[config.mk]
export PLATFORM = sky130hd
export DESIGN_NAME = ttc3_security_monitor
export DESIGN_NICKNAME = d
export VERILOG_FILES = /design/src/rtl/ttc3_security_monitor.sv
export SDC_FILE = /design/constraint.sdc
export NUM_CORES = 1
export LEC_CHECK = 0
export ABC_AREA = 1
export CAP_MARGIN = 20
export CORE_AREA = 10 10 257 259
export DETAILED_ROUTE_END_ITERATION = 10
export DIE_AREA = 0 0 267 269
export PLACE_DENSITY_LB_ADDON = 0.05
export SLEW_MARGIN = 20
export SYNTH_ARGS = -nofsm -noshare
export SYNTH_HDL_FRONTEND = slang
export SYNTH_SLANG_ARGS = --single-unit
[constraint.sdc]
create_clock -name clock -period 5.7 [get_ports clock]
set_clock_uncertainty 0.15 [all_clocks]
set_input_delay 1.14 -clock clock [delete_from_list [all_inputs] [get_ports clock]]
set_output_delay 1.14 -clock clock [all_outputs]
set_load 0.03 [all_outputs]
[src/rtl/ttc3_security_monitor.sv]
// Runtime security monitor for the 3TC root-of-trust: DUS write-once lock, Device ID
// integrity and per-channel KDF key zeroization / deadlock checks with sticky reporting.
module ttc3_security_monitor #(
  parameter int NUM_KEY_CH      = 2,
  parameter int KEY_WIDTH       = 256,
  parameter int DEVICE_ID_WIDTH = 128,
  parameter int ZEROIZE_WINDOW  = 5,
  parameter int BUSY_TIMEOUT    = 1000,
  parameter int CNT_WIDTH       = 8,
  localparam int VW             = 3 + 3 * NUM_KEY_CH
) (
  input  logic                             clock,
  input  logic                             reset,
  input  logic                             dus_write_enable,
  input  logic                             dus_valid,
  input  logic [DEVICE_ID_WIDTH-1:0]       device_id,
  input  logic                             device_id_valid,
  input  logic [NUM_KEY_CH-1:0]            kdf_busy,
  input  logic [NUM_KEY_CH-1:0]            kdf_done,
  input  logic [NUM_KEY_CH*KEY_WIDTH-1:0]  derived_key,
  input  logic                             clear_valid,
  input  logic [VW-1:0]                    clear_mask,
  input  logic                             alert_ack,
  output logic [VW-1:0]                    viol_status,
  output logic                             alert_valid,
  output logic [CNT_WIDTH-1:0]             viol_count,
  output logic [7:0]                       first_viol_idx,
  output logic                             lockdown
);

  localparam int MAXV = (BUSY_TIMEOUT > ZEROIZE_WINDOW) ? BUSY_TIMEOUT : ZEROIZE_WINDOW;
  localparam int CW   = $clog2(MAXV) + 1;

  typedef enum logic [1:0] {ST_IDLE, ST_BUSY, ST_ZWAIT} state_t;

  logic                       r_lock;
  logic                       r_id_cap;
  logic [DEVICE_ID_WIDTH-1:0] r_id;
  logic [VW-1:0]              r_status;
  logic                       r_alert;
  logic [CNT_WIDTH-1:0]       r_count;
  logic [7:0]                 r_first_idx;
  logic                       r_lockdown;

  logic [VW-1:0]              w_new;
  logic                       w_any_new;
  logic [VW-1:0]              w_clr;
  logic [7:0]                 w_low_idx;

  // The lock is the registered value, so a write in the cycle the lock arms is legal.
  assign w_new[0] = dus_write_enable & r_lock;
  assign w_new[1] = device_id_valid & r_id_cap & (device_id != r_id);
  assign w_new[2] = device_id_valid & (device_id == '0);

  genvar gi;
  generate
    for (gi = 0; gi < NUM_KEY_CH; gi++) begin : g_ch
      state_t        r_state;
      state_t        w_state_next;
      logic [CW-1:0] r_cnt;
      logic [CW-1:0] w_cnt_next;
      logic          w_key_nz;
      logic          w_zero_viol;
      logic          w_win_viol;
      logic          w_to_viol;

      assign w_key_nz = |derived_key[gi*KEY_WIDTH +: KEY_WIDTH];

      always_ff @(posedge clock or posedge reset) begin
        if (reset) begin
          r_state <= ST_IDLE;
          r_cnt   <= '0;
        end else begin
          r_state <= w_state_next;
          r_cnt   <= w_cnt_next;
        end
      end

      always_comb begin
        w_state_next = r_state;
        w_cnt_next   = r_cnt;
        w_zero_viol  = 1'b0;
        w_win_viol   = 1'b0;
        w_to_viol    = 1'b0;
        case (r_state)
          ST_IDLE: begin
            if (kdf_done[gi]) begin
              w_state_next = ST_ZWAIT;
              w_cnt_next   = CW'(ZEROIZE_WINDOW);
            end else if (kdf_busy[gi]) begin
              w_state_next = ST_BUSY;
              w_cnt_next   = CW'(1);
            end else if (w_key_nz) begin
              w_win_viol = 1'b1;
            end
          end
          ST_BUSY: begin
            if (kdf_done[gi]) begin
              w_state_next = ST_ZWAIT;
              w_cnt_next   = CW'(ZEROIZE_WINDOW);
            end else if (!kdf_busy[gi]) begin
              w_state_next = ST_IDLE;
            end else if (r_cnt != CW'(BUSY_TIMEOUT)) begin
              // Counter parks at the timeout so the deadlock is reported only once.
              w_cnt_next = r_cnt + CW'(1);
              w_to_viol  = (r_cnt + CW'(1)) == CW'(BUSY_TIMEOUT);
            end
          end
          ST_ZWAIT: begin
            if (!w_key_nz) begin
              w_state_next = ST_IDLE;
            end else if (kdf_busy[gi]) begin
              w_state_next = ST_BUSY;
              w_cnt_next   = CW'(1);
            end else if (r_cnt == CW'(1)) begin
              w_zero_viol  = 1'b1;
              w_state_next = ST_IDLE;
            end else begin
              w_cnt_next = r_cnt - CW'(1);
            end
          end
          default: begin
            w_state_next = ST_IDLE;
          end
        endcase
      end

      assign w_new[3+3*gi] = w_zero_viol;
      assign w_new[4+3*gi] = w_win_viol;
      assign w_new[5+3*gi] = w_to_viol;
    end
  endgenerate

  assign w_any_new = |w_new;
  assign w_clr     = clear_valid ? clear_mask : '0;

  always_comb begin
    w_low_idx = '0;
    for (int i = VW - 1; i >= 0; i--) begin
      if (w_new[i]) w_low_idx = 8'(i);
    end
  end

  always_ff @(posedge clock or posedge reset) begin
    if (reset) begin
      r_lock      <= 1'b0;
      r_id_cap    <= 1'b0;
      r_id        <= '0;
      r_status    <= '0;
      r_alert     <= 1'b0;
      r_count     <= '0;
      r_first_idx <= '0;
      r_lockdown  <= 1'b0;
    end else begin
      if (dus_valid) r_lock <= 1'b1;
      if (device_id_valid && !r_id_cap) begin
        r_id_cap <= 1'b1;
        r_id     <= device_id;
      end
      // New violations are OR'd in after the clear so they always win.
      r_status <= (r_status & ~w_clr) | w_new;
      if (w_any_new) begin
        r_alert    <= 1'b1;
        r_lockdown <= 1'b1;
        if (r_count != '1) r_count <= r_count + CNT_WIDTH'(1);
        if (r_count == '0) r_first_idx <= w_low_idx;
      end else if (alert_ack) begin
        r_alert <= 1'b0;
      end
    end
  end

  assign viol_status    = r_status;
  assign alert_valid    = r_alert;
  assign viol_count     = r_count;
  assign first_viol_idx = r_first_idx;
  assign lockdown       = r_lockdown;

endmodule
Word level (Yosys, flattened, before mapping)
Index checks and enable logic that the tools add are counted.
{ "totals": {"mem_bits_rw": 0, "input_bits": 660, "latch_bits": 0, "word_cells": 138, "ff_bits": 183, "mem_bits_ro": 0, "memories": 0, "output_inout_bits": 27} }
{ "classes": {"bitwise_logic": 7, "n_reduce_logical": 18, "eq_ne": 26, "n_mul": 0, "n_mux": 70, "div_mod_pow": 0, "shifts": 0, "add_sub_neg": 5, "order_cmp": 0} }
{ "ops": {"columns": ["op", "count"], "rows": [
  ["$reduce_or A256 Y1", 2],
  ["$mux W11", 16],
  ["$logic_not A128 Y1", 1],
  ["$ne A128 B128 Y1", 1],
  ["$pmux W11 S3", 2],
  ["$mux W8", 8],
  ["$ne A3 B3 Y1 const B", 10],
  ["$mux W2", 14],
  ["$mux W1", 26],
  ["$add A11 B1 Y11 const B", 2],
  ["$eq A11 B1 Y1 const B", 2],
  ["$eq A11 B10 Y1 const B", 2],
  ["$ne A11 B10 Y1 const B", 2],
  ["$sub A11 B1 Y11 const B", 2],
  ["$pmux W2 S3", 2],
  ["$reduce_and A6 Y1", 2],
  ["$and A9 B9 Y9", 1],
  ["$mux W9", 1],
  ["$not A9 Y9", 1],
  ["$or A9 B9 Y9", 1],
  ["$reduce_or A9 Y1", 1],
  ["$add A8 B1 Y8 const B", 1],
  ["$logic_not A8 Y1", 1],
  ["$ne A4 B4 Y1 const B", 2],
  ["other kinds (13)", 23]
]} }

Logic depth before layout (Yosys ltp)
Gate-level depths: netlist (run 1).
{ "logic_depth": {"depth_word": 15, "mapped_depth": 17, "depth_no_buf": 17} }

Worst setup path before layout (run 1)
OpenSTA, ideal clock, no wires.
{ "synth_timing": {"kind": "input to register", "from": "in derived_key[255]", "to": "reg r_lockdown, in the netlist lockdown", "path_buffers": 0, "stages": 13, "t_required_ps": 5426, "setup_time_ps": 124, "slack_ps": 2944, "t_arrival_ps": 2482, "path_cell_list": "nor2_1 > nand2_1 > nor2_1 > nand2_1 > nor2_1 > nand2_1 > nor2_1 > nand2_1 > a21oi_1 > nand3_1 > inv_1 > nand2_8 > or2_1"} }
{ "synth_between": {"elab_chain_cells": 6, "word_cells_on_any_way": 8} }
{ "synth_lines": {"columns": ["element", "line_no", "text"], "rows": [
  ["start: declaration", "20", "input logic [NUM_KEY_CH*KEY_WIDTH-1:0] derived_key,"],
  ["$reduce_or A256 Y1 *", "67", "assign w_key_nz = |derived_key[gi*KEY_WIDTH +: KEY_WIDTH];"],
  ["$mux W1", "93", "end else if (w_key_nz) begin"],
  ["$mux W1", "90", "end else if (kdf_busy[gi]) begin"],
  ["$mux W1", "87", "if (kdf_done[gi]) begin"],
  ["$mux W1", "85", "case (r_state)"],
  ["$reduce_or A9 Y1 *", "134", "assign w_any_new = |w_new;"],
  ["end signal: assignment", "153", "r_lockdown <= 1'b0;"],
  ["end signal: assignment", "164", "r_lockdown <= 1'b1;"],
  ["end: declaration", "43", "logic r_lockdown;"]
]} }
Mark *: on every way between the ends. The rest lies on a longest branch, timed or not.
A chain may end at the register's enable or synchronous reset.

Final worst setup path (run 1)
{ "layout_timing": {"from": "in derived_key[380]", "to": "reg r_lockdown, in the netlist lockdown"} }
The elaborated chain is that of the path after synthesis.

==> results.json, run 1 <==
{
  "status": "completed",
  "ys_warn_count": 0,
  "grt_antenna_before_repair": 19,
  "syn_area_um2": 12800,
  "critPathKind": "in -> reg",
  "syn2layout_area_growth_pct": 66.1,
  "clk_pin_slew_ps": 70,
  "critPathLaunchType": "input pin",
  "p_seq_frac": 0.338,
  "detail-route-antenna-nets": 0,
  "syn_inst": 1852,
  "cp.arrival_ps": 3960,
  "cts.repair.resized": 0,
  "seq_area_um2": 4480,
  "slowest_delay_ps": 550,
  "yosys_most_used_dff": "dfrtp_1",
  "maxCapViolCount": 0,
  "cp_max_fo": 9,
  "wire_per_inst_um": 20.3,
  "power_w": 0.00436,
  "p_clk_frac": 0.300,
  "timing.final.crit_share": 0.661,
  "rows": 91,
  "vdd_ir_drop_max_mv": 0.217,
  "dieHeight_um": 269,
  "max_freq_mhz": 265,
  "fillerInstances": 6554,
  "grt_pass1_vias": 14400,
  "start_util": 0.209,
  "p_int_w": 0.00288,
  "clock_sinks": 179,
  "hold_violations": 0,
  "synthArstFlopShare": 1.00,
  "globalplace.congestion": 0.931,
  "timing.setup.tns_ps": 0,
  "syn_area_per_cell_um2": 6.89,
  "first_iter_violations": 670,
  "drive_above_1_share": 0.0499,
  "combinationalPowerShare": 0.362,
  "crit_required_ps": 5890,
  "avgViaCountPerCell": 4.21,
  "drt-pass1-iter-count": 5,
  "num_vias": 14100,
  "final_core_util": 0.347,
  "post-place-ws_ps": 1320,
  "clkLatencyLatePin_ps": 460,
  "setup_violations": 0,
  "route.detailed.drc": 0,
  "grt_max_degree": 94,
  "final_nets": 3212,
  "slowest_stage": "nor2_1",
  "cts_buffers": 17,
  "grt_pass1_wl_mm": 96.4,
  "dieArea_um2": 71800,
  "min_path_type": "reg -> reg",
  "grt.total_usage": 0.182,
  "clock_path_buffers": 2,
  "seq_area_frac_synth": 0.351,
  "power_density_nw_per_um2": 206,
  "ys_ff_latch": 179,
  "multi_input_area_um2": 7650,
  "grt_overflow": 0,
  "post-dp-hpwl_mm": 59.1,
  "p_leak_nw": 8.63,
  "setup_slack_ps": 1930,
  "fin_crit_ps": 3770,
  "cts_root_buf": "clkbuf_16",
  "path_cells": "clkdlybuf4s50_1 -> nor2_1 -> nand2_1 -> nor2_1 -> nand2_1 -> nor2_1 -> nand2_1 -> nor2_1 -> nand2_1 -> o21ai_0 -> nand4_2 -> inv_2 -> nand2_8 -> or2_1",
  "chipWidth_um": 267,
  "cts_tree": "done",
  "switching_share": 0.339,
  "rsz0062_at_grt": "no",
  "synth_top_cell_by_area": "dfrtp_1",
  "synth_top_cells_by_area": "dfrtp_1 (35%), nor2_1 (15%), nand2_1 (14%)",
  "switchingPower_w": 0.00148,
  "cts.hold.buffers_added": 0,
  "relSlewSlack": 0.356,
  "slew_viol_final": 0,
  "end_kind": "flip-flop",
  "synth.distinct_cells": 47,
  "synth-edff-count": 0,
  "core_um2": 61000,
  "htreeDepth": 4,
  "worstMarginPinSlew_ps": 957,
  "synth_top_area_frac": 0.351,
  "pin_count": 687,
  "postCtsSetupBuffers": 0,
  "wl_mm": 68.1,
  "port_buffers": 682
}
==> layer usage <==
| metal | wire, µm | vias up | part of all wire | track usage |
|---|---|---|---|---|
| met2 | 35700 | 380 | 0.52 | 0.332 |
| met5 | 65 | - | 0.00095 | 0 |
| met1 | 26900 | 6404 | 0.40 | 0.205 |
| met3 | 4250 | 51 | 0.062 | 0.0477 |
| met4 | 1100 | 10 | 0.016 | 0.0525 |
| li1 | - | 7238 | - | - |
==> path summary, 6_finish.rpt <==
check	start	to	slack, ps	cells past startpoint
worst max-delay path	derived_key[380]	lockdown	1930	14
worst min-delay path	r_lock	r_lock	320	1
worst max register to register	g_ch[0].r_state[0]	g_ch[0].r_cnt[1]	2790	10
worst min register to register	r_lock	r_lock	320	1
max in group asynchronous	reset	g_ch[1].r_state[0]	3230	3
min in group asynchronous	reset	r_id[40]	1040	2
==> cell type report <==
| type | count | share of cell area |
|---|---|---|
| multi-input combinational | 1508 | 0.361 |
| timing repair buffer | 689 | 0.326 |
| sequential | 179 | 0.211 |
| tap | 790 | 0.0466 |
| inverter | 138 | 0.0246 |
| clock buffer | 21 | 0.0213 |
| clock inverter | 11 | 0.00826 |
| antenna | 11 | 0.00130 |
==> worst max-delay path, delay by kind of cell <==
family / cells / cell delay, ps
AND/OR/NAND/NOR: 11 / 1930
buffers and inverters: 2 / 540
AO/OA/AOI/OAI: 1 / 330
==> per-stage QoR <==
step           std cells  cell area (µm²)  hold WS (ps)
2_1_floorplan       1855            12800           289
3_3_place_gp        3304            20500           302
3_5_place_dp        3304            20500           301
4_1_cts             3336            21200           320
5_1_grt             3346            21200           349
6_report            3347            21200           317
==> cell families (layout without fill, tap and decap cells) <==
logic type                 after synthesis  count (layout)  share of synthesized area
buffers and inverters                  168             859                     0.0511
adders and majority gates               19              19                     0.0186
AOI/OAI and AO/OA                      147             147                     0.0628
DFF                                    179             179                      0.351
muxes                                   67              67                     0.0591
xor gates and xnor gates               146             146                      0.100
and+or+nand+nor                       1125            1125                      0.357
other                                    1              15                   0.000294
==> synthesized netlist by cell type (2+ instances only) <==
cell	n
xnor2_1	131
nor4_1	16
a22o_1	3
nand2_8	2
dfrtp_1	179
a31oi_1	2
nor3_1	21
nand4_1	24
o22ai_1	12
nand3_1	54
mux2_2	67
nor2_1	495
a21oi_1	10
inv_2	2
xor2_1	15
clkbuf_1	22
nand3_2	3
nor3_2	2
nand2_1	489
a21boi_0	2
o21ai_2	2
buf_4	5
or2_2	2
o31ai_1	3
ha_1	19
nand3b_1	3
buf_2	2
inv_1	136
nand2_2	3
nor2_2	3
o21ai_0	104
o21ai_1	4
==> flip-flops by register name, summed over array words and instances, names as in the netlist <==
register        count
r_id_cap            1
viol_status         9
r_id              128
lockdown            1
viol_count          8
r_lock              1
g_ch.r_cnt         22
g_ch.r_state        4
first_viol_idx      4
alert_valid         1
==> layout by cell type, fill, tap and decap left out, types with 2 or more instances in the layout <==
master,Yosys,routed
nand2_1,489,488
nor2_2,3,3
nor3_1,21,21
clkinvlp_4,0,3
o22ai_1,12,12
buf_4,5,5
mux2_2,67,67
a31oi_1,2,2
o21ai_0,104,104
o21ai_1,4,4
conb_1,1,4
diode_2,0,11
inv_2,2,2
clkbuf_16,0,17
nand3_2,3,3
nor3_2,2,2
inv_6,0,2
nand3_1,54,54
a21boi_0,2,2
nor4_1,16,16
nor2_1,495,495
nand2_8,2,2
nand3b_1,3,3
a22o_1,3,3
bufinv_16,0,4
inv_1,136,135
buf_12,0,2
dfrtp_1,179,179
clkbuf_1,22,3
or2_2,2,2
nand4_1,24,24
xnor2_1,131,131
xor2_1,15,15
ha_1,19,19
clkinv_4,0,2
clkdlybuf4s50_1,0,682
o31ai_1,3,3
o21ai_2,2,2
a21oi_1,10,10
nand2_2,3,3
==> power by group through the flow <==
| stage | registers, W | logic, W | clock network, W |
|---|---|---|---|
| finish | 0.00147 | 0.00158 | 0.00131 |
| global route | 0.00149 | 0.00174 | 0.00140 |
| CTS | 0.00147 | 0.00160 | 0.00136 |
| detailed placement | 0.00150 | 0.00159 | 0 |
| global placement | 0.00150 | 0.00158 | 0 |
| floorplan | 0.00154 | 0.000705 | 0 |
Power figures use the tool's default switching activity.
==> inputs of run 2 (changes only) <==
Settings changed: CORE_AREA 10 10 257 259 to 10 10 259 261, DIE_AREA 0 0 267 269 to 0 0 269 271.
Clock period 5.7 ns to 3.85 ns, I/O delays scaled along.
==> run 2 against run 1 <==
Effect of this change:
- first-iteration DRC count increased by 27%
- sequential share of layout area decreased by 0.13 points
- critical endpoint unchanged
- count of clock-buffer cells in the layout unchanged
- flip-flop and latch count unchanged
- core utilization decreased by 0.10 points
==> results.json, run 2 (same netlist as run 1, synthesis figures left out) <==
{
  "detail-route-antenna-nets": 0,
  "clkLatencyLatePin_ps": 460,
  "cp_max_fo": 9,
  "power_w": 0.00629,
  "setup_violations": 0,
  "start_util": 0.207,
  "cts.repair.resized": 0,
  "grt_overflow": 0,
  "grt_max_degree": 92,
  "seq_area_um2": 4480,
  "clock_sinks": 179,
  "num_vias": 14300,
  "cts_tree": "done",
  "drt-pass1-iter-count": 5,
  "cts_buffers": 17,
  "vdd_ir_drop_max_mv": 0.314,
  "avgViaCountPerCell": 4.19,
  "slew_viol_final": 0,
  "first_iter_violations": 850,
  "r2r_slack_ps": 1000,
  "clk_pin_slew_ps": 80,
  "globalplace.congestion": 0.994,
  "final_common_cell": "clkdlybuf4s50_1",
  "r2r_cells": 16,
  "p_leak_nw": 8.67,
  "cp.arrival_ps": 3300,
  "dieArea_um2": 72900,
  "slowest_delay_ps": 460,
  "fillerInstances": 6530,
  "rows": 91,
  "cp-startpoint": "derived_key[118]",
  "min_path_type": "reg -> reg",
  "chipWidth_um": 269,
  "grt_pass1_wl_mm": 102,
  "status": "completed",
  "post-dp-hpwl_mm": 64.0,
  "grt.total_usage": 0.194,
  "maxCapViolCount": 0,
  "r2r_end": "viol_count[2]",
  "path_buf_inv": 3,
  "slowest_stage": "clkdlybuf4s50_1",
  "crit_path_end": "lockdown",
  "final_nets": 3225,
  "max_freq_mhz": 323,
  "cts.hold.buffers_added": 0,
  "crit_required_ps": 4050,
  "path_cells": "clkdlybuf4s50_1 -> nor2_1 -> nand2_1 -> nor2_1 -> nand2_1 -> nor2_1 -> nand2_1 -> nor2_1 -> nand2_1 -> buf_4 -> nand2_1 -> nand4_2 -> inv_2 -> nand2_8 -> or2_1",
  "path_depth": 15,
  "timing.setup.tns_ps": 0,
  "crit_top_cell": "nand2_1",
  "final_core_util": 0.346,
  "syn2layout_area_growth_pct": 67.1,
  "rsz0062_at_grt": "no",
  "clock_path_buffers": 2,
  "cts_root_buf": "clkbuf_16",
  "fin_crit_ps": 3100,
  "postCtsSetupBuffers": 0,
  "grt_antenna_before_repair": 32,
  "timing.final.crit_share": 0.805,
  "core_um2": 61600,
  "whs_ps": 318,
  "relSlewSlack": 0.429,
  "htreeDepth": 4,
  "end_kind": "flip-flop",
  "critPathKind": "in -> reg",
  "worstMarginPinSlew_ps": 849,
  "critPathLaunchType": "input pin",
  "route.detailed.drc": 0,
  "pin_count": 687,
  "wire_per_inst_um": 21.5,
  "wl_mm": 73.6,
  "path_delay_family": "simple AND/OR/NAND/NOR gates",
  "multi_input_area_um2": 7650,
  "dieHeight_um": 271,
  "timing.rr.start": "g_ch[1].r_state[1]",
  "mostFrequentLayoutCells": "clkdlybuf4s50_1 (682), nor2_1 (495), nand2_1 (488)",
  "grt_pass1_vias": 14400,
  "drive_above_1_share": 0.0547,
  "hold_violations": 0,
  "regMostFlops": "r_id",
  "port_buffers": 682,
  "largest_reg_flops": 128,
  "power_density_nw_per_um2": 295
}
## run 2: through the flow
stage,setup slack (ps),instances,area (µm²)
2_1_floorplan,635,1855,12800
3_3_place_gp,203,3364,20700
3_5_place_dp,190,3364,20700
4_1_cts,665,3396,21300
5_1_grt,519,3411,21300
6_report,752,3414,21300
## run 2: worst min-delay path by stage
stage,startpoint,end,slack [ps],cells past startpoint
2_1_floorplan,r_lock,r_lock,290,1
3_3_place_gp,r_lock,r_lock,300,1
3_5_place_dp,lockdown,lockdown,310,1
4_1_cts,lockdown,lockdown,320,1
5_1_grt,lockdown,lockdown,350,1
6_report,lockdown,lockdown,320,1
## run 2: per-layer routing
layer  track usage  share of wire  vias up
met5             0         0.0015        -
met2         0.346           0.51      441
met4        0.0637          0.016       20
met1         0.221           0.40     6508
li1              -              -     7264
met3        0.0476          0.070       73
## run 2: power breakdown
group	switching, W	internal (W)	leakage (nW)	total [W]
registers	0.000167	0.00200	2.44	0.00217
clock network	0.000847	0.000858	0.262	0.00171
logic	0.00123	0.00119	5.97	0.00242
## run 2: area by class of cell
cell class | count | area share
Sequential cell | 179 | 0.210
Clock buffer | 21 | 0.0211
Clock inverter | 11 | 0.00458
Tap cell | 837 | 0.0491
Multi-Input combinational cell | 1508 | 0.359
Timing Repair Buffer | 702 | 0.330
Inverter | 138 | 0.0245
Antenna cell | 18 | 0.00211
